==> src/rtl/lc3_regfile_sel.sv <==
// lc3_regfile_sel
// LC-3 general-purpose register file with the SR1/SR2/DR address selection
// folded in. Register indices come straight from the instruction register:
//   SR1 = SR1MUX ? IR[11:9] : IR[8:6]
//   SR2 = IR[2:0]
//   DR  = DRMUX  ? NREG-1 (R7, link register) : IR[11:9]
// Only the AW low bits of each 3-bit field are used, so a smaller file
// aliases the upper register names onto the lower ones.
//
// Read modes (READ_REG):
//   0 : SR1_OUT/SR2_OUT are combinational, with write-through bypass so an
//       operand being written this cycle is seen as D_in immediately.
//   1 : SR1_OUT/SR2_OUT are registered. Each edge captures the value the
//       selected register holds after that same edge's write.
//
// Ports:
//   Clk      in   system clock, rising edge active
//   Reset    in   asynchronous active-low clear of all state
//   IR       in   current instruction (IR_W bits, IR_W >= 12)
//   SR1MUX   in   SR1 field select
//   DRMUX    in   DR select (IR[11:9] or link register)
//   LD_REG   in   write enable for reg[DR]
//   D_in     in   write data
//   SR1_OUT  out  SR1 operand
//   SR2_OUT  out  SR2 operand
//   SR1_IDX  out  resolved SR1 index (combinational)
//   DR_IDX   out  resolved DR index (combinational)
module lc3_regfile_sel #(
  parameter int DATA_W   = 16,
  parameter int NREG     = 8,
  parameter int IR_W     = 16,
  parameter int READ_REG = 0,
  localparam int AW      = $clog2(NREG)
) (
  input  logic              Clk,
  input  logic              Reset,
  input  logic [IR_W-1:0]   IR,
  input  logic              SR1MUX,
  input  logic              DRMUX,
  input  logic              LD_REG,
  input  logic [DATA_W-1:0] D_in,
  output logic [DATA_W-1:0] SR1_OUT,
  output logic [DATA_W-1:0] SR2_OUT,
  output logic [AW-1:0]     SR1_IDX,
  output logic [AW-1:0]     DR_IDX
);

  logic [DATA_W-1:0] regs [NREG];
  logic [AW-1:0]     sr1_idx;
  logic [AW-1:0]     sr2_idx;
  logic [AW-1:0]     dr_idx;
  logic              wr_en;

  // Only a few IR bits select registers; the rest (opcode, immediates,
  // truncated field bits) are intentionally ignored here.
  logic unused_ir;
  assign unused_ir = ^IR;

  assign sr1_idx = SR1MUX ? IR[9 +: AW] : IR[6 +: AW];
  assign sr2_idx = IR[0 +: AW];
  assign dr_idx  = DRMUX ? AW'(NREG - 1) : IR[9 +: AW];

  // A write only happens out of reset; the bypass uses the same qualifier so
  // the operands never show D_in while the file is being held clear.
  assign wr_en = LD_REG & Reset;

  assign SR1_IDX = sr1_idx;
  assign DR_IDX  = dr_idx;

  always_ff @(posedge Clk or negedge Reset) begin
    if (!Reset) begin
      for (int i = 0; i < NREG; i++) begin
        regs[i] <= '0;
      end
    end else if (LD_REG) begin
      regs[dr_idx] <= D_in;
    end
  end

  generate
    if (READ_REG == 0) begin : g_comb_read
      // Write-through bypass, independent per operand.
      assign SR1_OUT = (wr_en && (sr1_idx == dr_idx)) ? D_in : regs[sr1_idx];
      assign SR2_OUT = (wr_en && (sr2_idx == dr_idx)) ? D_in : regs[sr2_idx];
    end else begin : g_reg_read
      // Forward D_in when this edge writes the register being captured, so
      // the output reflects the post-write contents rather than stale data.
      always_ff @(posedge Clk or negedge Reset) begin
        if (!Reset) begin
          SR1_OUT <= '0;
          SR2_OUT <= '0;
        end else begin
          SR1_OUT <= (LD_REG && (sr1_idx == dr_idx)) ? D_in : regs[sr1_idx];
          SR2_OUT <= (LD_REG && (sr2_idx == dr_idx)) ? D_in : regs[sr2_idx];
        end
      end
    end
  endgenerate

endmodule
==> config.mk <==
export PLATFORM = sky130hd
export DESIGN_NAME = lc3_regfile_sel
export DESIGN_NICKNAME = d
export VERILOG_FILES = /design/src/rtl/lc3_regfile_sel.sv
export SDC_FILE = /design/constraint.sdc
export NUM_CORES = 1
export LEC_CHECK = 0
export BUFFER_PORTS_ARGS = -buffer_cell sky130_fd_sc_hd__buf_4
export CORE_MARGIN = 2
export CORE_UTILIZATION = 65
export CTS_CLUSTER_DIAMETER = 60
export DETAILED_ROUTE_END_ITERATION = 6
export GPL_TIMING_DRIVEN = 0
export PLACE_DENSITY_LB_ADDON = 0.1
export SLEW_MARGIN = 10
export SYNTH_ARGS = -nofsm -noshare
export SYNTH_HDL_FRONTEND = slang
export SYNTH_SLANG_ARGS = --single-unit
==> constraint.sdc <==
create_clock -name Clk -period 3.55 [get_ports Clk]
set_clock_uncertainty 0.2 [all_clocks]
set_input_delay 0.355 -clock Clk [delete_from_list [all_inputs] [get_ports Clk]]
set_output_delay 0.355 -clock Clk [all_outputs]
set_load 0.005 [all_outputs]
==> flow_summary_export.csv, run 1 <==
group,metric,value,unit
outcome,status,"completed",
final_layout,largest_reg_flops,128,
placement,hpwlAfterDp,17600,um
synthesis,yosysTopAreaCell,"dfrtp_1",
die,fp.dieH,118,um
final_layout,multi_input_area,4810,sq um
synthesis,yosys.area_share.simple,0.149,
synthesis,muxShareOfSynthArea,0.302,
synthesis,synth_fp_nets,798,
drt,wl_per_cell,25.6,um
synthesis,syn_area,8400,sq um
die,rows,41,
sta,worst_slack,0.256,ns
synthesis,yosys.area_share.xor_xnor,0.00104,
die,die_x,118,um
placement,globalplace.congestion,0.958,
synthesis,synth_cells,761,
sta,tightest_slew,1.04,ns
run,max_cap_violations,0,
clock_tree,post_cts_resized,0,
final_layout,area_growth,14.5,%
final_layout,seq_area,3200,sq um
grt,grt_pass1_vias,7115,
final_layout,nNetsFinal,866,
clock_tree,clkLatencyLatePin,0.42,ns
grt,grt_pass1_wl,40300,um
pwr,vdd_ir_drop_max,0.604,mV
final_layout,drive_gt1_frac,0.367,
final_layout,reg_top3,"regs x128",
grt,grt_max_degree,67,
sta,finalSetupTns,0,ns
placement,portBuffers,46,
synthesis,synth_edf_count,0,
clock_tree,cts_setup_buffers,0,
clock_tree,clkTransAtPathRegs,0.05,ns
sta,min_period_over_period,0.928,
grt,use_met3,0.0833,
clock_tree,clock-root-buffer,"clkbuf_16",
critical_path,required,2.99,ns
hold_path,hold_class,"input port to flip-flop",
grt,track_usage,0.382,
sta,max_slew_margin,0.308,
drt,drc,0,
pwr,p_leak,0.00396,uW
clock_tree,clockBufferDepth,2,
sta,drv_slew,0,
synthesis,ys_ff_latch,128,
grt,antenna_found_initial,0,
sta,fmaxAchievable,304,MHz
final_layout,regMostFlops,"regs",
synthesis,ys_warn_count,0,
synthesis,synth_compound_area_frac,0.122,
sta,period_needed,3.29,ns
synthesis,synth_cell_types,39,
synthesis,synth_top_area_share,0.381,
grt,grt-busiest-layer,"met2",
die,die-area,13900,sq um
clock_tree,cts_buffers,17,
placement,pre_cts_slack,0.400,ns
critical_path,path_class,"input port to output port",
clock_tree,cts_sinks,128,
drt,ant_nets,0,
critical_path,critPathMaxFanout,10,
final_layout,fillCellCount,884,
pwr,p_per_area,547,nW/um^2
critical_path,crit_path_start_kind,"input port",
synthesis,syn_avg_cell_area,11.0,sq um
synthesis,yosysMostFrequentCell,"mux2_2",
synthesis,yosysSeqAreaShare,0.381,
final_layout,num_antenna_cells,0,
die,core,12600,sq um
synthesis,synth_top_family_by_area,"multiplexers",
grt,met1_usage,0.491,
critical_path,cp.arrival,2.74,ns
synthesis,ys_top_cells_by_area,"dfrtp_1 38%, mux2_2 21%, nor2b_1 9.6%",
clock_tree,tritoncts,"built",
critical_path,endpoint_kind,"output port",
die,num_io_pins,75,
sta,finalHoldViolCount,0,
final_layout,final_area,9620,sq um
die,initial_core_util,0.666,
drt,drtIter0Drc,856,
clock_tree,htreeDepth,4,
drt,vias,7066,
grt,grt-ovfl-total,0,
clock_tree,hold_buffers,2,
synthesis,synth_common_cells,"160 x mux2_2, 129 x nor2b_1, 128 x dfrtp_1",
sta,setup_viol,0,
drt,first_pass_iters,5,
synthesis,synth_top_flop_cell,"dfrtp_1",
placement,place_area,8990,sq um
synthesis,synth_adder_area_share,0,
sta,rsz0062_at_grt,"no",
final_layout,fin_util,0.762,
grt,use_met2,0.605,
synthesis,async_flop_share,1.00,
drt,viasPerCell,6.97,
drt,drt_wl_total,25900,um
[routing by layer]
metal / vias to the layer above / routed length (um)
met4: 0 / 1250
met5: - / 0
met3: 91 / 2170
met1: 3552 / 10000
li1: 2973 / -
met2: 450 / 12400
[final timing paths]
check	start	to	slack, ns	cells after the start
worst min-delay path	D_in[14]	regs[78]	0.07	2
worst max-delay path	SR1MUX	SR1_OUT[6]	0.26	8
worst max register to register	regs[0]	regs[0]	2.51	1
max in group asynchronous	Reset	regs[72]	2.52	3
min in group asynchronous	Reset	regs[16]	0.32	3
worst min register to register	regs[93]	regs[93]	0.33	1
[per-stage QoR]
stage               hold slack [ns]  power, uW  std cells
floorplan                    -0.141       2970        761
global placement              0.292       3400        979
detailed placement            0.183       3490        980
CTS                          0.0597       5220       1014
global route                 0.0708       5460       1014
finish                       0.0717       5260       1014
[final cells by class]
class	instances	area share
Timing Repair Buffer	49	0.0431
Multi-Input combinational cell	550	0.501
Inverter	7	0.00273
Clock inverter	9	0.0112
Clock buffer	23	0.0497
Tap cell	172	0.0224
Sequential cell	128	0.333
Buffer	76	0.0373
[logic make-up (layout without fill, tap and decap cells)]
logic type                Yosys count  count (layout)
and+or+nand+nor                   202             202
muxes                             193             193
AOI/OAI and AO/OA                 154             154
DFF                               128             128
buffers and inverters              83             164
xor gates and xnor gates            1               1
[layout by cell type, fill, tap and decap left out, types with 18 or more instances in the layout]
cell type and count:
dfrtp_1 128, clkbuf_1 36, o21ai_0 31, mux4_2 32
and3_1 31, nor2b_1 129, o22ai_1 62, a22oi_1 31
buf_4 52, buf_1 18, nand3_1 19, mux2_2 160
[worst max-delay path, stage by stage]
cell and delay, ns:
buf_2 0.19, nor2b_1 0.09, a21oi_1 0.66, inv_2 0.22, clkbuf_1 0.36, and3_1 0.26
o31ai_1 0.41, buf_4 0.19
[where the power goes]
group	total, uW	internal (uW)	leakage [uW]	switching [uW]
logic	1440	795	0.00211	645
clock network	1730	1090	0.000283	643
registers	2090	1780	0.00157	311
Power figures use the tool's default switching activity.
==> inputs of run 2 (changes only) <==
--- a/config.mk
+++ b/config.mk
@@ -8,5 +8,5 @@
 export BUFFER_PORTS_ARGS = -buffer_cell sky130_fd_sc_hd__buf_4
 export CORE_MARGIN = 2
-export CORE_UTILIZATION = 65
+export CORE_UTILIZATION = 35
 export CTS_CLUSTER_DIAMETER = 60
 export DETAILED_ROUTE_END_ITERATION = 6
==> constraint.sdc (replaced) <==
create_clock -name Clk -period 3.55 [get_ports Clk]
set_clock_uncertainty 0.2 [all_clocks]
set_input_delay 0.1775 -clock Clk [delete_from_list [all_inputs] [get_ports Clk]]
set_output_delay 0.1775 -clock Clk [all_outputs]
set_load 0.005 [all_outputs]
==> flow_summary_export.csv, run 2 (same netlist as run 1, synthesis figures left out) <==
group,metric,value,unit
sta,min_period_over_period,0.919,
final_layout,layout.cells.most_common_list,"160 x mux2_2, 129 x nor2b_1, 128 x dfrtp_1",
drt,drc,0,
sta,tightest_slew,1.14,ns
critical_path,critPathMaxFanout,74,
pwr,p_leak,0.00396,uW
grt,grt-ovfl-total,0,
clock_tree,htreeDepth,4,
placement,globalplace.congestion,0.838,
grt,track_usage,0.229,
critical_path,endpoint_kind,"output port",
sta,finalHoldViolCount,0,
clock_tree,cts_buffers,17,
critical_path,crit_path_start_kind,"input port",
grt,antenna_found_initial,0,
sta,fmaxAchievable,307,MHz
sta,max_slew_margin,0.238,
placement,portBuffers,46,
die,core,23500,sq um
pwr,power_switching,1640,uW
drt,drtIter0Drc,580,
clock_tree,clkTransAtPathRegs,0.06,ns
final_layout,reg_top3,"regs x128",
critical_path,cpPeakStageDelay,0.56,ns
die,num_io_pins,75,
sta,drv_slew,0,
grt,grt_pass1_wl,43800,um
final_layout,regMostFlops,"regs",
critical_path,required,3.17,ns
drt,met1_length,12900,um
grt,grt_pass1_vias,7094,
critical_path,path_class,"input port to output port",
pwr,p_comb_frac,0.270,
final_layout,final_cell_count_no_fill,1160,
sta,period_needed,3.26,ns
pwr,power.share.sequential,0.389,
grt,grt_max_degree,75,
clock_tree,tritoncts,"built",
run,max_cap_violations,0,
drt,wl_per_cell,24.7,um
critical_path,cp.arrival,2.88,ns
die,fp.dieH,159,um
sta,finalSetupTns,0,ns
critical_path,cp_slowest_cell,"dlygate4sd3_1",
clock_tree,clkLatencyLatePin,0.42,ns
final_layout,final_area,9800,sq um
drt,first_pass_iters,5,
critical_path,critPathLaunch,"Reset",
clock_tree,clockBufferDepth,2,
drt,drt_wl_total,28600,um
critical_path,r2r-start,"regs[96]",
drt,wl_met2,13300,um
sta,rsz0062_at_grt,"no",
hold_path,hold_class,"input port to asynchronous set/reset pin",
drt,viasPerCell,5.84,
drt,ant_nets,0,
final_layout,area_growth,16.7,%
outcome,status,"completed",
pwr,vdd_ir_drop_max,0.298,mV
pwr,p_per_area,544,nW/um^2
critical_path,path_cells,"dlygate4sd3_1, buf_8, nand2_1, a31oi_1, o31a_2, clkbuf_1, nand3_1, o31ai_1, buf_4",
sta,setup_viol,0,
die,die_x,159,um
pwr,swShare,0.307,
final_layout,layout_commonest_cell,"mux2_2",
die,rows,56,
placement,place_area,9180,sq um
drt,top_layer_used,"met4",
final_layout,drive_gt1_frac,0.369,
final_layout,num_antenna_cells,0,
placement,hpwlAfterDp,19900,um
die,die-area,25300,sq um
die,initial_core_util,0.357,
final_layout,largest_reg_flops,128,
pwr,p_int,3690,uW
drt,dr_wl_met3,1600,um
clock_tree,cts_sinks,128,
placement,dp.cells,1127,
drt,vias,6773,
final_layout,nNetsFinal,866,
clock_tree,clock-root-buffer,"clkbuf_16",
clock_tree,cts_setup_buffers,0,
pwr,clock_power_share,0.341,
[run 2: metrics by stage]
step	setup slack [ns]	hold slack [ns]	total power [uW]	util
floorplan	1.56	-0.318	2970	-
global placement	-0.0297	0.302	3460	0.389
detailed placement	0.514	0.0697	3520	0.390
CTS	0.180	0.119	5350	0.416
global route	0.00760	0.133	5590	0.416
finish	0.288	0.133	5330	0.416
[run 2: timing repair]
action / 4_1_cts / 5_1_grt
resized for setup: 0 / 2
hold buffers: 2 / 0
hold endpoints to repair: 80 / 0
setup endpoints to repair: 0 / 8
[run 2: power by group through the flow]
stage / combinational, uW / sequential [uW] / clock [uW]
floorplan: 978 / 1990 / 0
global placement: 1400 / 2070 / 0
detailed placement: 1430 / 2090 / 0
CTS: 1440 / 2070 / 1840
global route: 1560 / 2120 / 1920
finish: 1440 / 2080 / 1820
[run 2: per-layer routing]
metal | global-route usage | up-vias
met4 | 0.0893 | 0
met5 | 0 | -
met1 | 0.313 | 3484
li1 | - | 2965
met2 | 0.366 | 274
met3 | 0.0372 | 50
[run 2: final timing paths]
kind                                   end  slack [ns]  depth (start not counted)
worst max-delay path            SR1_OUT[6]        0.29                          9
worst max register to register    regs[96]        2.53                          1
worst min-delay path              regs[16]        0.13                          2
worst min register to register    regs[82]        0.33                          1
min in group Clk                  regs[56]        0.13                          2
max in group asynchronous         regs[77]        2.30                          3
[run 2: worst max-delay path, delay by kind of cell]
kind                   cells  cell delay (ns)
AO/OA/AOI/OAI              3             0.64
buffers and inverters      4             1.66
AND/OR/NAND/NOR            2             0.36
[run 2: final cells by class]
type	count	area [sq um]
Buffer	76	359
Clock buffer	18	439
Clock inverter	13	163
Fill cell	2313	13700
Inverter	7	26.3
Multi-Input combinational cell	550	4810
Sequential cell	128	3200
Tap cell	319	399
Timing Repair Buffer	49	400
==> inputs of run 3 (changes only) <==
Settings changed: PLACE_DENSITY from default to 0.53, PLACE_DENSITY_LB_ADDON 0.1 to default.
==> flow_summary_export.csv, run 3 (same netlist as run 1, synthesis figures left out) <==
group,metric,value,unit
critical_path,cp.arrival,2.76,ns
die,rows,56,
sta,tightest_slew,0.980,ns
drt,met1_length,12500,um
final_layout,area_growth,17.1,%
pwr,p_leak,0.00397,uW
placement,portBuffers,46,
drt,wl_per_cell,23.1,um
clock_tree,tritoncts,"built",
critical_path,path_cells,"dlygate4sd3_1, buf_6, buf_16, nand2_1, a31oi_1, o31a_2, clkbuf_1, nand3_1, o31ai_1, buf_4",
die,core,23500,sq um
pwr,p_comb_frac,0.267,
drt,drc,0,
final_layout,layout_commonest_cell,"mux2_2",
clock_tree,clkTransAtPathRegs,0.06,ns
clock_tree,clockBufferDepth,2,
critical_path,cp_slowest_cell,"dlygate4sd3_1",
final_layout,fillCellCount,2329,
final_layout,largest_reg_flops,128,
critical_path,path_class,"input port to output port",
placement,hpwlAfterDp,18900,um
grt,grt_pass1_wl,41000,um
sta,period_needed,3.14,ns
final_layout,reg_top3,"regs x128",
sta,finalHoldViolCount,0,
sta,rsz0062_at_grt,"no",
pwr,finalPower,5300,uW
grt,antenna_found_initial,0,
grt,grt-ovfl-total,0,
placement,place_area,9210,sq um
critical_path,crit_path_start_kind,"input port",
grt,grt_max_degree,83,
final_layout,final_area,9840,sq um
sta,drv_slew,0,
drt,viasPerCell,5.77,
pwr,p_int,3690,uW
clock_tree,cts_buffers,17,
die,initial_core_util,0.357,
clock_tree,clkLatencyLatePin,0.42,ns
die,die-area,25300,sq um
pwr,p_per_area,539,nW/um^2
grt,track_usage,0.213,
final_layout,seq_area,3200,sq um
drt,drt_wl_total,26800,um
drt,wl_met2,12200,um
pwr,clock_power_share,0.342,
drt,ant_nets,0,
pwr,swShare,0.303,
run,max_cap_violations,0,
drt,first_pass_iters,5,
hold_path,hold_class,"input port to flip-flop",
clock_tree,htreeDepth,4,
final_layout,nNetsFinal,868,
die,num_io_pins,75,
critical_path,critPathMaxFanout,82,
pwr,vdd_ir_drop_max,0.245,mV
final_layout,layout.cells.most_common_list,"160 x mux2_2, 129 x nor2b_1, 128 x dfrtp_1",
placement,dp.cells,1128,
final_layout,num_antenna_cells,0,
clock_tree,post_cts_resized,0,
die,fp.dieH,159,um
sta,setup_viol,0,
pwr,power_switching,1610,uW
final_layout,multi_input_area,4810,sq um
drt,drtIter0Drc,556,
clock_tree,clock-root-buffer,"clkbuf_16",
clock_tree,cts_sinks,128,
final_layout,final_cell_count_no_fill,1162,
final_layout,drive_gt1_frac,0.369,
drt,dr_wl_met3,1530,um
drt,vias,6699,
die,die_x,159,um
pwr,power.share.sequential,0.391,
sta,min_period_over_period,0.884,
grt,grt_pass1_vias,6562,
final_layout,regMostFlops,"regs",
sta,max_slew_margin,0.347,
drt,top_layer_used,"met4",
critical_path,required,3.17,ns
sta,fmaxAchievable,319,MHz
critical_path,cpPeakStageDelay,0.55,ns
outcome,status,"completed",
critical_path,endpoint_kind,"output port",
critical_path,reg2reg_slack,2.53,ns
placement,globalplace.congestion,0.852,
run 3: final timing paths:
path | startpoint | to | depth (start not counted)
hold reg to reg | regs[22] | regs[22] | 1
setup / recovery | Reset | SR1_OUT[6] | 10
min in group asynchronous | Reset | regs[32] | 3
max in group asynchronous | Reset | regs[123] | 4
hold / removal | D_in[12] | regs[124] | 2
setup reg to reg | regs[15] | regs[15] | 1
run 3: worst max-delay path: cells and delay by family:
family	cells	cell delay [ns]
AO/OA/AOI/OAI	3	0.60
buffers and inverters	5	1.62
AND/OR/NAND/NOR	2	0.32
run 3: layout make-up:
cell class                 instances  share of cell area
tap                              319              0.0406
clock buffer                      18              0.0446
inverter                           7             0.00267
clock inverter                    13              0.0167
sequential                       128               0.326
timing repair buffer              51              0.0441
buffer                            76              0.0365
multi-input combinational        550               0.489
run 3: layer usage:
layer  track usage  up-vias
li1              -     2983
met1         0.301     3439
met4        0.0640        0
met3        0.0419       36
met2         0.332      241
met5             0        -
run 3: what timing repair did:
action                                 in CTS  in global routing
endpoints found under the hold margin      92                  0
hold buffers                                3                  0
buffers inserted                            0                  0
run 3: through the flow:
stage	setup slack (ns)	hold slack [ns]	util	TNS, ns
2_1_floorplan	1.56	-0.318	-	0
3_3_place_gp	-0.107	0.302	0.389	-0.521
3_5_place_dp	0.636	-0.231	0.391	0
4_1_cts	0.380	0.116	0.418	0
5_1_grt	0.179	0.140	0.418	0
6_report	0.411	0.111	0.418	0
run 3: power by group through the flow:
stage,Clock [uW],Sequential (uW),Combinational (uW)
floorplan,0,1990,978
global placement,0,2080,1380
detailed placement,0,2090,1410
CTS,1840,2070,1420
global route,1890,2120,1530
finish,1810,2070,1420
